$ cat config.mk
export PLATFORM = sky130hd
export DESIGN_NAME = mem_ctrl_flat
export DESIGN_NICKNAME = d
export VERILOG_FILES = /design/src/rtl/mem_ctrl_if.sv /design/src/rtl/mem_ctrl.sv /design/src/flat_wrapper.sv
export SDC_FILE = /design/constraint.sdc
export NUM_CORES = 1
export LEC_CHECK = 0
export CAP_MARGIN = 20
export CORE_ASPECT_RATIO = 1.2
export CORE_UTILIZATION = 25
export CTS_BUF_LIST = sky130_fd_sc_hd__clkbuf_8
export CTS_CLUSTER_DIAMETER = 150
export DETAILED_ROUTE_END_ITERATION = 6
export PLACE_DENSITY_LB_ADDON = 0.1
export SETUP_SLACK_MARGIN = 0.2
export SLEW_MARGIN = 15
export SYNTH_ARGS = -nofsm -noshare
export SYNTH_HDL_FRONTEND = slang
export SYNTH_SLANG_ARGS = --single-unit
$ cat constraint.sdc
create_clock -name clk -period 6 [get_ports clk]
set_input_delay 0.6 -clock clk [delete_from_list [all_inputs] [get_ports clk]]
set_output_delay 0.6 -clock clk [all_outputs]
set_load 0.03 [all_outputs]
$ cat src/rtl/mem_ctrl_if.sv
// mem_ctrl_if: bundles the instruction-fetch, load/store and byte-wide RAM
// signals of mem_ctrl into one interface.
//   slave  modport: the controller side (mem_ctrl).
//   master modport: the initiators plus the RAM (the testbench or the
//                   surrounding core).
// Signals:
//   if_req/if_addr         fetch request and byte address
//   if_done/if_data        fetch done pulse and fetched word
//   mem_req/mem_we/mem_len load/store request, direction, size code
//   mem_addr/mem_wdata     load/store byte address and store data
//   mem_done/mem_rdata     load/store done pulse and load data
//   mem_busy               mem_req & ~mem_done
//   ram_a/ram_dout/ram_wr  registered RAM address, write data, write strobe
//   ram_din                RAM read data for the address of the previous cycle
interface mem_ctrl_if #(
  parameter int ADDR_W = 32
);
  logic              if_req;
  logic [ADDR_W-1:0] if_addr;
  logic              if_done;
  logic [31:0]       if_data;

  logic              mem_req;
  logic              mem_we;
  logic [1:0]        mem_len;
  logic [ADDR_W-1:0] mem_addr;
  logic [31:0]       mem_wdata;
  logic              mem_done;
  logic [31:0]       mem_rdata;
  logic              mem_busy;

  logic [ADDR_W-1:0] ram_a;
  logic [7:0]        ram_dout;
  logic              ram_wr;
  logic [7:0]        ram_din;

  modport slave (
    input  if_req, if_addr, mem_req, mem_we, mem_len, mem_addr, mem_wdata, ram_din,
    output if_done, if_data, mem_done, mem_rdata, mem_busy, ram_a, ram_dout, ram_wr
  );

  modport master (
    output if_req, if_addr, mem_req, mem_we, mem_len, mem_addr, mem_wdata, ram_din,
    input  if_done, if_data, mem_done, mem_rdata, mem_busy, ram_a, ram_dout, ram_wr
  );
endinterface

$ cat src/rtl/mem_ctrl.sv
// mem_ctrl: byte-serial memory controller. Serves the IF-stage fetch and the
// MEM-stage load/store initiators over one 8-bit synchronous RAM port with
// 1-cycle read latency. Words are little-endian; loads are zero-extended.
// Ports:
//   clk  clock, all state on rising edge
//   rst  asynchronous, active-low reset
//   bus  mem_ctrl_if.slave (fetch, load/store and RAM signals)
// The load/store initiator wins when both request in IDLE. The FSM never
// accepts a request in the cycle its done pulse is high, so there is always
// one IDLE cycle after a done before the next request is taken.
module mem_ctrl #(
  parameter int ADDR_W = 32
) (
  input  logic       clk,
  input  logic       rst,
  mem_ctrl_if.slave  bus
);

  typedef enum logic [1:0] {IDLE, IF_RD, MEM_RD, MEM_WR} state_t;

  state_t      state, state_n;
  logic [2:0]  cnt;      // cycle index within the transaction (1 = first RAM cycle)
  logic [2:0]  nbytes;   // transfer length N
  logic [31:0] wbuf;     // captured store data
  logic [31:0] rbuf;     // load assembly buffer, cleared on accept
  logic [31:0] rd_word;  // rbuf with the byte arriving this cycle merged in
  logic [1:0]  bidx;     // index of the byte on ram_din (cnt - 2)

  logic accept_if, accept_mem, rd_sample, rd_finish, wr_last;

  assign bus.mem_busy = bus.mem_req & ~bus.mem_done;

  assign bidx = cnt[1:0] - 2'd2;

  always_comb begin
    rd_word = rbuf;
    rd_word[{bidx, 3'b000} +: 8] = bus.ram_din;
  end

  always_ff @(posedge clk or negedge rst) begin
    if (!rst) state <= IDLE;
    else      state <= state_n;
  end

  always_comb begin
    state_n    = state;
    accept_if  = 1'b0;
    accept_mem = 1'b0;
    rd_sample  = 1'b0;
    rd_finish  = 1'b0;
    wr_last    = 1'b0;
    case (state)
      IDLE: begin
        if (!(bus.if_done | bus.mem_done)) begin
          if (bus.mem_req) begin
            accept_mem = 1'b1;
            state_n    = bus.mem_we ? MEM_WR : MEM_RD;
          end else if (bus.if_req) begin
            accept_if = 1'b1;
            state_n   = IF_RD;
          end
        end
      end
      IF_RD, MEM_RD: begin
        // Read data trails the address by one cycle, so byte k lands in cycle k+2.
        rd_sample = (cnt >= 3'd2);
        rd_finish = (cnt == nbytes + 3'd1);
        if (rd_finish) state_n = IDLE;
      end
      MEM_WR: begin
        wr_last = (cnt == nbytes);
        if (wr_last) state_n = IDLE;
      end
      default: state_n = IDLE;
    endcase
  end

  always_ff @(posedge clk or negedge rst) begin
    if (!rst) begin
      cnt           <= '0;
      nbytes        <= '0;
      wbuf          <= '0;
      rbuf          <= '0;
      bus.ram_a     <= '0;
      bus.ram_dout  <= '0;
      bus.ram_wr    <= 1'b0;
      bus.if_done   <= 1'b0;
      bus.if_data   <= '0;
      bus.mem_done  <= 1'b0;
      bus.mem_rdata <= '0;
    end else begin
      bus.if_done  <= 1'b0;
      bus.mem_done <= 1'b0;
      if (accept_if) begin
        bus.ram_a <= bus.if_addr;
        cnt       <= 3'd1;
        nbytes    <= 3'd4;
        rbuf      <= '0;
      end else if (accept_mem) begin
        bus.ram_a <= bus.mem_addr;
        cnt       <= 3'd1;
        rbuf      <= '0;
        case (bus.mem_len)
          2'd0:    nbytes <= 3'd1;
          2'd1:    nbytes <= 3'd2;
          default: nbytes <= 3'd4;
        endcase
        if (bus.mem_we) begin
          wbuf         <= bus.mem_wdata;
          bus.ram_dout <= bus.mem_wdata[7:0];
          bus.ram_wr   <= 1'b1;
        end
      end else if (state != IDLE) begin
        cnt <= cnt + 3'd1;
        if (cnt < nbytes) begin
          bus.ram_a <= bus.ram_a + ADDR_W'(1);
          if (state == MEM_WR) bus.ram_dout <= wbuf[{cnt[1:0], 3'b000} +: 8];
        end
        if (rd_sample) rbuf <= rd_word;
        if (rd_finish) begin
          if (state == IF_RD) begin
            bus.if_data <= rd_word;
            bus.if_done <= 1'b1;
          end else begin
            bus.mem_rdata <= rd_word;
            bus.mem_done  <= 1'b1;
          end
        end
        if (wr_last) begin
          bus.ram_wr   <= 1'b0;
          bus.mem_done <= 1'b1;
        end
      end
    end
  end

endmodule

$ cat src/flat_wrapper.sv
// flat-port wrapper written by rule: the top's interface ports become plain ports
module mem_ctrl_flat 
#(
  parameter int ADDR_W = 32
)
  (clk, rst, bus_if_req, bus_if_addr, bus_mem_req, bus_mem_we, bus_mem_len, bus_mem_addr, bus_mem_wdata, bus_ram_din, bus_if_done, bus_if_data, bus_mem_done, bus_mem_rdata, bus_mem_busy, bus_ram_a, bus_ram_dout, bus_ram_wr);
  mem_ctrl_if #(.ADDR_W(ADDR_W)) bus_i ();
  input  logic clk;
  input  logic rst;
  input wire logic [$bits(bus_i.if_req)-1:0] bus_if_req;
  input wire logic [$bits(bus_i.if_addr)-1:0] bus_if_addr;
  input wire logic [$bits(bus_i.mem_req)-1:0] bus_mem_req;
  input wire logic [$bits(bus_i.mem_we)-1:0] bus_mem_we;
  input wire logic [$bits(bus_i.mem_len)-1:0] bus_mem_len;
  input wire logic [$bits(bus_i.mem_addr)-1:0] bus_mem_addr;
  input wire logic [$bits(bus_i.mem_wdata)-1:0] bus_mem_wdata;
  input wire logic [$bits(bus_i.ram_din)-1:0] bus_ram_din;
  output wire logic [$bits(bus_i.if_done)-1:0] bus_if_done;
  output wire logic [$bits(bus_i.if_data)-1:0] bus_if_data;
  output wire logic [$bits(bus_i.mem_done)-1:0] bus_mem_done;
  output wire logic [$bits(bus_i.mem_rdata)-1:0] bus_mem_rdata;
  output wire logic [$bits(bus_i.mem_busy)-1:0] bus_mem_busy;
  output wire logic [$bits(bus_i.ram_a)-1:0] bus_ram_a;
  output wire logic [$bits(bus_i.ram_dout)-1:0] bus_ram_dout;
  output wire logic [$bits(bus_i.ram_wr)-1:0] bus_ram_wr;
  assign bus_i.if_req = bus_if_req;
  assign bus_i.if_addr = bus_if_addr;
  assign bus_i.mem_req = bus_mem_req;
  assign bus_i.mem_we = bus_mem_we;
  assign bus_i.mem_len = bus_mem_len;
  assign bus_i.mem_addr = bus_mem_addr;
  assign bus_i.mem_wdata = bus_mem_wdata;
  assign bus_i.ram_din = bus_ram_din;
  assign bus_if_done = bus_i.if_done;
  assign bus_if_data = bus_i.if_data;
  assign bus_mem_done = bus_i.mem_done;
  assign bus_mem_rdata = bus_i.mem_rdata;
  assign bus_mem_busy = bus_i.mem_busy;
  assign bus_ram_a = bus_i.ram_a;
  assign bus_ram_dout = bus_i.ram_dout;
  assign bus_ram_wr = bus_i.ram_wr;
  mem_ctrl #(.ADDR_W(ADDR_W)) u_core (.clk(clk), .rst(rst), .bus(bus_i));
endmodule
==> metrics.md, run 1 <==
| Metric | Value |
|---|---|
| Via count of the routed design | 7381 |
| Die area | 36400 um^2 |
| Setup Buffers After CTS | 0 |
| Die height | 209 um |
| Initial Util | 0.255 |
| Sequential fraction of the synthesis area | 0.502 |
| Multi-input logic area | 4120 um^2 |
| CP Max Fanout | 62 |
| CTS Buf Count | 17 |
| Layout Skew | 18.0 ps |
| Worst EP required | between 6000 and 7000 ps |
| Peak VDD IR | 0.157 mV |
| Post-synthesis cell type count | 78 |
| Core area | 35000 um^2 |
| Setup crit end | u_core.bus.mem_rdata[7] |
| Vias in the first global route | 7520 |
| Setup crit end kind | flop |
| HPWL Detailed | roughly 20000 um |
| Worst slew pin tran | a little over 1000 ps |
| Final WS setup | 2710 ps |
| Root Buffer | clkbuf_8 |
| Status | finished, final reports clean |
| Latest clock arrival within the worst-skew pair | 460 ps |
| Synth Register Bits | 179 |
| Period utilisation layout | 0.548 |
| # hold bufs at CTS | 0 |
| Syn Nets | 992 |
| Mapped Cells | 866 |
| Cells on worst reg2reg path | 7 |
| H-tree depth | 4 |
| Max-slew violations | 0 |
| # setup viols final | 0 |
| Via density | 4.81 |
| CTS tree | built |
| Post-Route WL | 28400 um |
| Synth area leader | dfrtp_1 |
| Pleak | 4.76 nW |
| Mean Syn Cell Area | 10.3 um^2 |
| Pre-CTS setup slack | 2580 ps |
| Final nets | 1184 |
| Ys Warns | 0 |
| R2r startpoint | u_core.cnt[0] |
| CTS Buffer Depth | 2 |
| Most frequent cells in the layout | 217 x clkdlybuf4s50_1, 179 x dfrtp_1, 107 x a21oi_1 |
| Highest Clock Rate | 304 MHz |
| ANT nets after route | 0 |
| Synth top area share | 0.502 |
| # Max-Cap Violations | 0 |
| Die outline width | 174 um |
| GR Overflow Total | 0 |
| Ys async rst share | 1.00 |
| Slew margin rel. | 0.304 |
| Worst EP arrival | 3670 ps |
| Total negative slack | 0 ps |
| Commonest non-fill, non-tap cell in the layout | clkdlybuf4s50_1 |
| Post-synth EDFFs | 0 |
| PwrDens | 546 nW/um^2 |
| Top cells by area, synth | dfrtp_1 50%, a21oi_1 6.0%, nor2_1 4.4%, mux2_2 3.3%, a22o_1 3.2% |
| IO Pins | 219 |
| TritonRoute pass-1 iters | 5 |
| WS Path Type | flop to flop |
| DRC Markers | 0 |
| Post-Syn Area | 8920 um^2 |
| GP Congestion | 0.791 |
| Layout cell share with drive strength beyond 1 | 0.111 |
| Reg2reg end | u_core.bus.mem_rdata[7] |
| Row count | 75 |
| Wire per inst | 18.5 um |
| # fillers | 3602 |
| HP Class | primary input to async pin |
| Register area | 4480 um^2 |
| Antenna violations before repair | 2 |
| Overall routing resource usage | 0.160 |
| Final Hold Fails | 0 |
| Largest net degree at the start of global routing | 66 |
| Worst setup SP type | flop |
| I/O Buffers | ~220 |
| Min cycle time layout | 3290 ps |
| Area Growth Syn to Fin | 33.5% |
| Clock transition at path regs | 110 ps |
| Reg2Reg Setup Slack | 2710 ps |
| Initial DRC count | 360 |
| Overall Power | 6.49 mW |
| # clock sinks | 179 |
| RSZ-0062 raised after global routing | false |
| Worst Setup SP | u_core.cnt[0] |
| First-pass GRT wire length | roughly 45000 um |
| Top flip-flop cell by instance count after synthesis | dfrtp_1 |
| PostCTS Resize Cnt | 0 |
## worst min path at each step
stage	from	slack, ps	cells after the start	to
detailed placement	u_core.rbuf[24]	470	1	u_core.rbuf[24]
CTS	rst	100	1	u_core.bus.mem_rdata[22]
global placement	u_core.wbuf[6]	460	2	u_core.wbuf[6]
floorplan	rst	300	0	u_core.bus.if_data[0]
global route	rst	110	1	u_core.bus.mem_rdata[22]
finish	rst	120	1	u_core.bus.mem_rdata[22]
## area by class of cell
cell class | count | area share
tap | 462 | 0.0486
antenna | 2 | 0.000420
clock inverter | 14 | 0.0130
clock buffer | 18 | 0.0208
sequential | 179 | 0.376
timing repair buffer | 230 | 0.191
inverter | 13 | 0.00410
multi-input combinational | 617 | 0.346
## state kept, by name (all words and copies together), names as in the netlist
name and count:
u_core.bus.if_data 32, u_core.bus.if_done 1, u_core.bus.mem_done 1, u_core.bus.mem_rdata 32, u_core.bus.ram_a 32, u_core.bus.ram_dout 8, u_core.bus.ram_wr 1, u_core.cnt 3
u_core.nbytes 3, u_core.rbuf 32, u_core.state 2, u_core.wbuf 32
## metal layers
metal / GRT usage / vias up / part of all wire
li1: - / 3555 / -
met1: 0.210 / 3587 / 0.45
met2: 0.260 / 218 / 0.48
met3: 0.0366 / 21 / 0.052
met4: 0.0484 / 0 / 0.015
met5: 0 / - / 0
## logic make-up (layout without fill, tap and decap cells)
logic type,after synthesis,after routing,synth area share
AND/OR/NAND/NOR,286,286,0.169
multiplexers,40,40,0.0599
buffers and inverters,70,275,0.0382
flip-flops,179,179,0.502
XOR/XNOR,9,9,0.0105
other,0,2,0
AO/OA/AOI/OAI,267,267,0.199
adder cells (fa/ha/maj),15,15,0.0210
## worst max-delay path, cell delays in order (launching register included)
cell	delay (ps)
dfrtp_1	900
inv_1	320
ha_1	390
or3_4	440
nor3_4	260
buf_4	620
nor2_1	90
a21oi_1	150
## cell usage after synthesis, drive strengths merged (8+ instances only)
master  instances
ha             15
nand2          64
nor3           10
a22oi          11
mux4            8
mux2           27
buf            42
nor4           11
and3            8
a22o           33
a21oi         126
a31oi          15
nand4          11
nor2          108
nand3          14
o21ai          29
inv            13
nor2b          34
clkbuf         15
dfrtp         179
## stage by stage
step           hold slack (ps)  utilization  area (um^2)  instances
3_5_place_dp               475        0.328        11500       1500
2_1_floorplan              304            -         8920        866
6_report                   116        0.340        11900       1535
3_3_place_gp               461        0.328        11500       1500
4_1_cts                   99.8        0.340        11900       1532
5_1_grt                    110        0.340        11900       1535
## power by group
part / internal, mW / switching (mW)
sequential: 1.69 / 0.459
clock: 0.390 / 0.488
combinational: 1.43 / 2.04
Power figures use the tool's default switching activity.
==> inputs of run 2 (changes only) <==
clock period = 3.2 ns   (was 6 ns; I/O delays follow)
==> metrics.md, run 2 (same netlist as run 1, synthesis figures left out) <==
| Metric | Value |
|---|---|
| Status | finished, final reports clean |
| Met1 global-route usage | 0.216 (+0.00581) |
| GR Layer Usage met3 | 0.0388 (+0.00218) |
| # clock sinks | 179 (unchanged) |
| Min cycle time layout | 2750 ps (-537 ps) |
| Row count | 75 (unchanged) |
| First-pass GRT wire length | 45600 um (+2.1%) |
| Layout Skew | 17.2 ps (-0.829 ps) |
| PwrDens | 1010 nW/um^2 (+86%) |
| Setup Buffers After CTS | 0 (unchanged) |
| Period utilisation layout | 0.860 (+0.312) |
| Via density | 4.80 (-0.26%) |
| HP Class | primary input to async pin |
| Core area | 35000 um^2 (unchanged) |
| Antenna violations before repair | 3 (+1) |
| DRC Markers | 0 (unchanged) |
| WS Path Type | flop to flop |
| Slew margin rel. | 0.454 (+0.150) |
| Total negative slack | 0 ps (unchanged) |
| Flop pwr share | 0.325 (-0.007) |
| Max-slew violations | 0 (unchanged) |
| Latest clock arrival within the worst-skew pair | 470 ps (about the same) |
| Routing usage on met2 | 0.263 (+0.00234) |
| Vias in the first global route | 7613 (+1.2%) |
| I/O Buffers | 218 (unchanged) |
| CTS Buffer Depth | 2 (unchanged) |
| Worst EP required | 3570 ps (-2810 ps) |
| Die height | 209 um (unchanged) |
| Die area | 36400 um^2 (unchanged) |
| Peak VDD IR | 0.475 mV (+200%) |
| ANT nets after route | 0 (unchanged) |
| Dpl cells | 1514 (+0.93%) |
| Clock Power Share | 0.129 (-0.006) |
| Layout cell share with drive strength beyond 1 | 0.124 (+0.0124) |
| Initial Util | 0.255 (unchanged) |
| CTS tree | built |
| Final nets | 1198 (+1.2%) |
| Register area | 4480 um^2 (unchanged) |
| Slowest library cell on the worst path | a2bb2oi_2 |
| CP max stage delay | 660 ps (-240 ps) |
| TritonRoute pass-1 iters | 5 (unchanged) |
| Overall Power | 12.2 mW (+88%) |
| Worst EP arrival | 3120 ps (-550 ps) |
| Post-Route WL | 28700 um (+1.1%) |
| Die outline width | 174 um (unchanged) |
| # fillers | 3589 (-0.36%) |
| RSZ-0062 raised after global routing | false |
| Overall routing resource usage | 0.163 (+0.00275) |
| Pleak | 4.83 nW (+1.4%) |
| Buf+Inv Stages, Crit Path | 2 (unchanged) |
| Root Buffer | clkbuf_8 |
| Wire per inst | 18.5 um (+0.17%) |
| IO Pins | 219 (unchanged) |
| Placed cell areas | 11600 um^2 (+1.3%) |
| Via count of the routed design | 7429 (+0.65%) |
| Final Hold Fails | 0 (unchanged) |
| Final design utilization | 0.344 (+0.00382) |
| Area Growth Syn to Fin | 35.0% |
| GRT busiest layer | met2 |
| GR Overflow Total | 0 (unchanged) |
| Clock transition at path regs | 110 ps (about the same) |
| Initial DRC count | 466 (+29%) |
| Post-route cell area | 12000 um^2 (+1.1%) |
| Final cell count without fillers | 1549 (+0.91%) |
| Net load switching power | 5.67 mW (+90%) |
| Highest Clock Rate | 363 MHz (+20%) |
| CP Max Fanout | 15 (-76%) |
| Most frequent cells in the layout | 217 x clkdlybuf4s50_1, 179 x dfrtp_1, 107 x a21oi_1 |
| Largest net degree at the start of global routing | 77 (+17%) |
| Worst slew pin tran | 818 ps (-218 ps) |
| Setup crit end kind | flop |
| Cells on worst reg2reg path | 8 (+1) |
| Worst setup SP type | flop |
| Design internal power | 6.53 mW (+86%) |
| HPWL Detailed | 20500 um (+3.3%) |
| GP Congestion | 0.797 (+0.75%) |
| Commonest non-fill, non-tap cell in the layout | clkdlybuf4s50_1 |
| CTS Buf Count | 17 (unchanged) |
| # Max-Cap Violations | 0 (unchanged) |
| Switching Share | 0.465 (+0.00506) |
| H-tree depth | 4 (unchanged) |
| WP depth | 8 (+1) |
| CP Cell Sequence | inv_1 > ha_1 > or3b_1 > a2bb2oi_2 > buf_4 > a2111oi_0 > mux2_1 > a221oi_2 |
| # setup viols final | 0 (unchanged) |
| CP top delay family | compound AO/OA/AOI/OAI gates |
| Power share of the combinational group | 0.546 (+0.013) |
| Multi-input logic area | 4120 um^2 (unchanged) |
-- run 2: power groups by stage --
stage	Sequential (mW)	Clock [mW]	Combinational (mW)
global route	4.12	1.75	7.25
global placement	4.04	0	6.70
CTS	3.99	1.65	6.77
detailed placement	4.03	0	6.74
floorplan	5.00	0	3.13
finish	3.97	1.57	6.66
-- run 2: worst paths after layout --
| check | to | slack (ps) | start |
|---|---|---|---|
| setup reg to reg | u_core.bus.ram_a[31] | 450 | u_core.state[0] |
| setup / recovery | u_core.bus.ram_a[31] | 450 | u_core.state[0] |
| hold reg to reg | u_core.wbuf[0] | 490 | u_core.wbuf[0] |
| max in group asynchronous | u_core.bus.ram_dout[7] | 1970 | rst |
| min in group clk | u_core.bus.ram_dout[7] | 450 | bus_mem_wdata[7] |
| hold / removal | u_core.bus.mem_rdata[17] | 430 | rst |
-- run 2: routing by layer --
metal	part of all wire	routed length [um]	up-vias
li1	-	-	3572
met1	0.45	13000	3622
met2	0.48	13800	215
met3	0.053	1520	18
met4	0.014	396	2
met5	0.00052	15	-
-- run 2: what timing repair did --
| item | in CTS | in global routing |
|---|---|---|
| hold buffers | 1 | 0 |
| endpoints found under the hold margin | 74 | 0 |
| gates resized for setup | 0 | 0 |
-- run 2: worst reg2reg max path, stage by stage, from the launching register on --
cell and delay, ps:
dfrtp_1 390, inv_1 80, ha_1 250, or3b_1 370, a2bb2oi_2 660, buf_4 340
a2111oi_0 90, mux2_1 320, a221oi_2 170
-- run 2: final cells by class --
type                            instances  share of cell area
Antenna cell                            2            0.000416
Clock buffer                           18              0.0206
Clock inverter                         14              0.0107
Inverter                               13             0.00405
Multi-Input combinational cell        617               0.342
Sequential cell                       179               0.372
Tap cell                              462              0.0480
Timing Repair Buffer                  244               0.202
-- run 2: per-stage QoR --
stage | hold slack (ps) | worst slack (ps)
floorplan | 24.4 | 848
global placement | 425 | 318
detailed placement | 431 | 246
CTS | 393 | 427
global route | 405 | 308
finish | 432 | 447
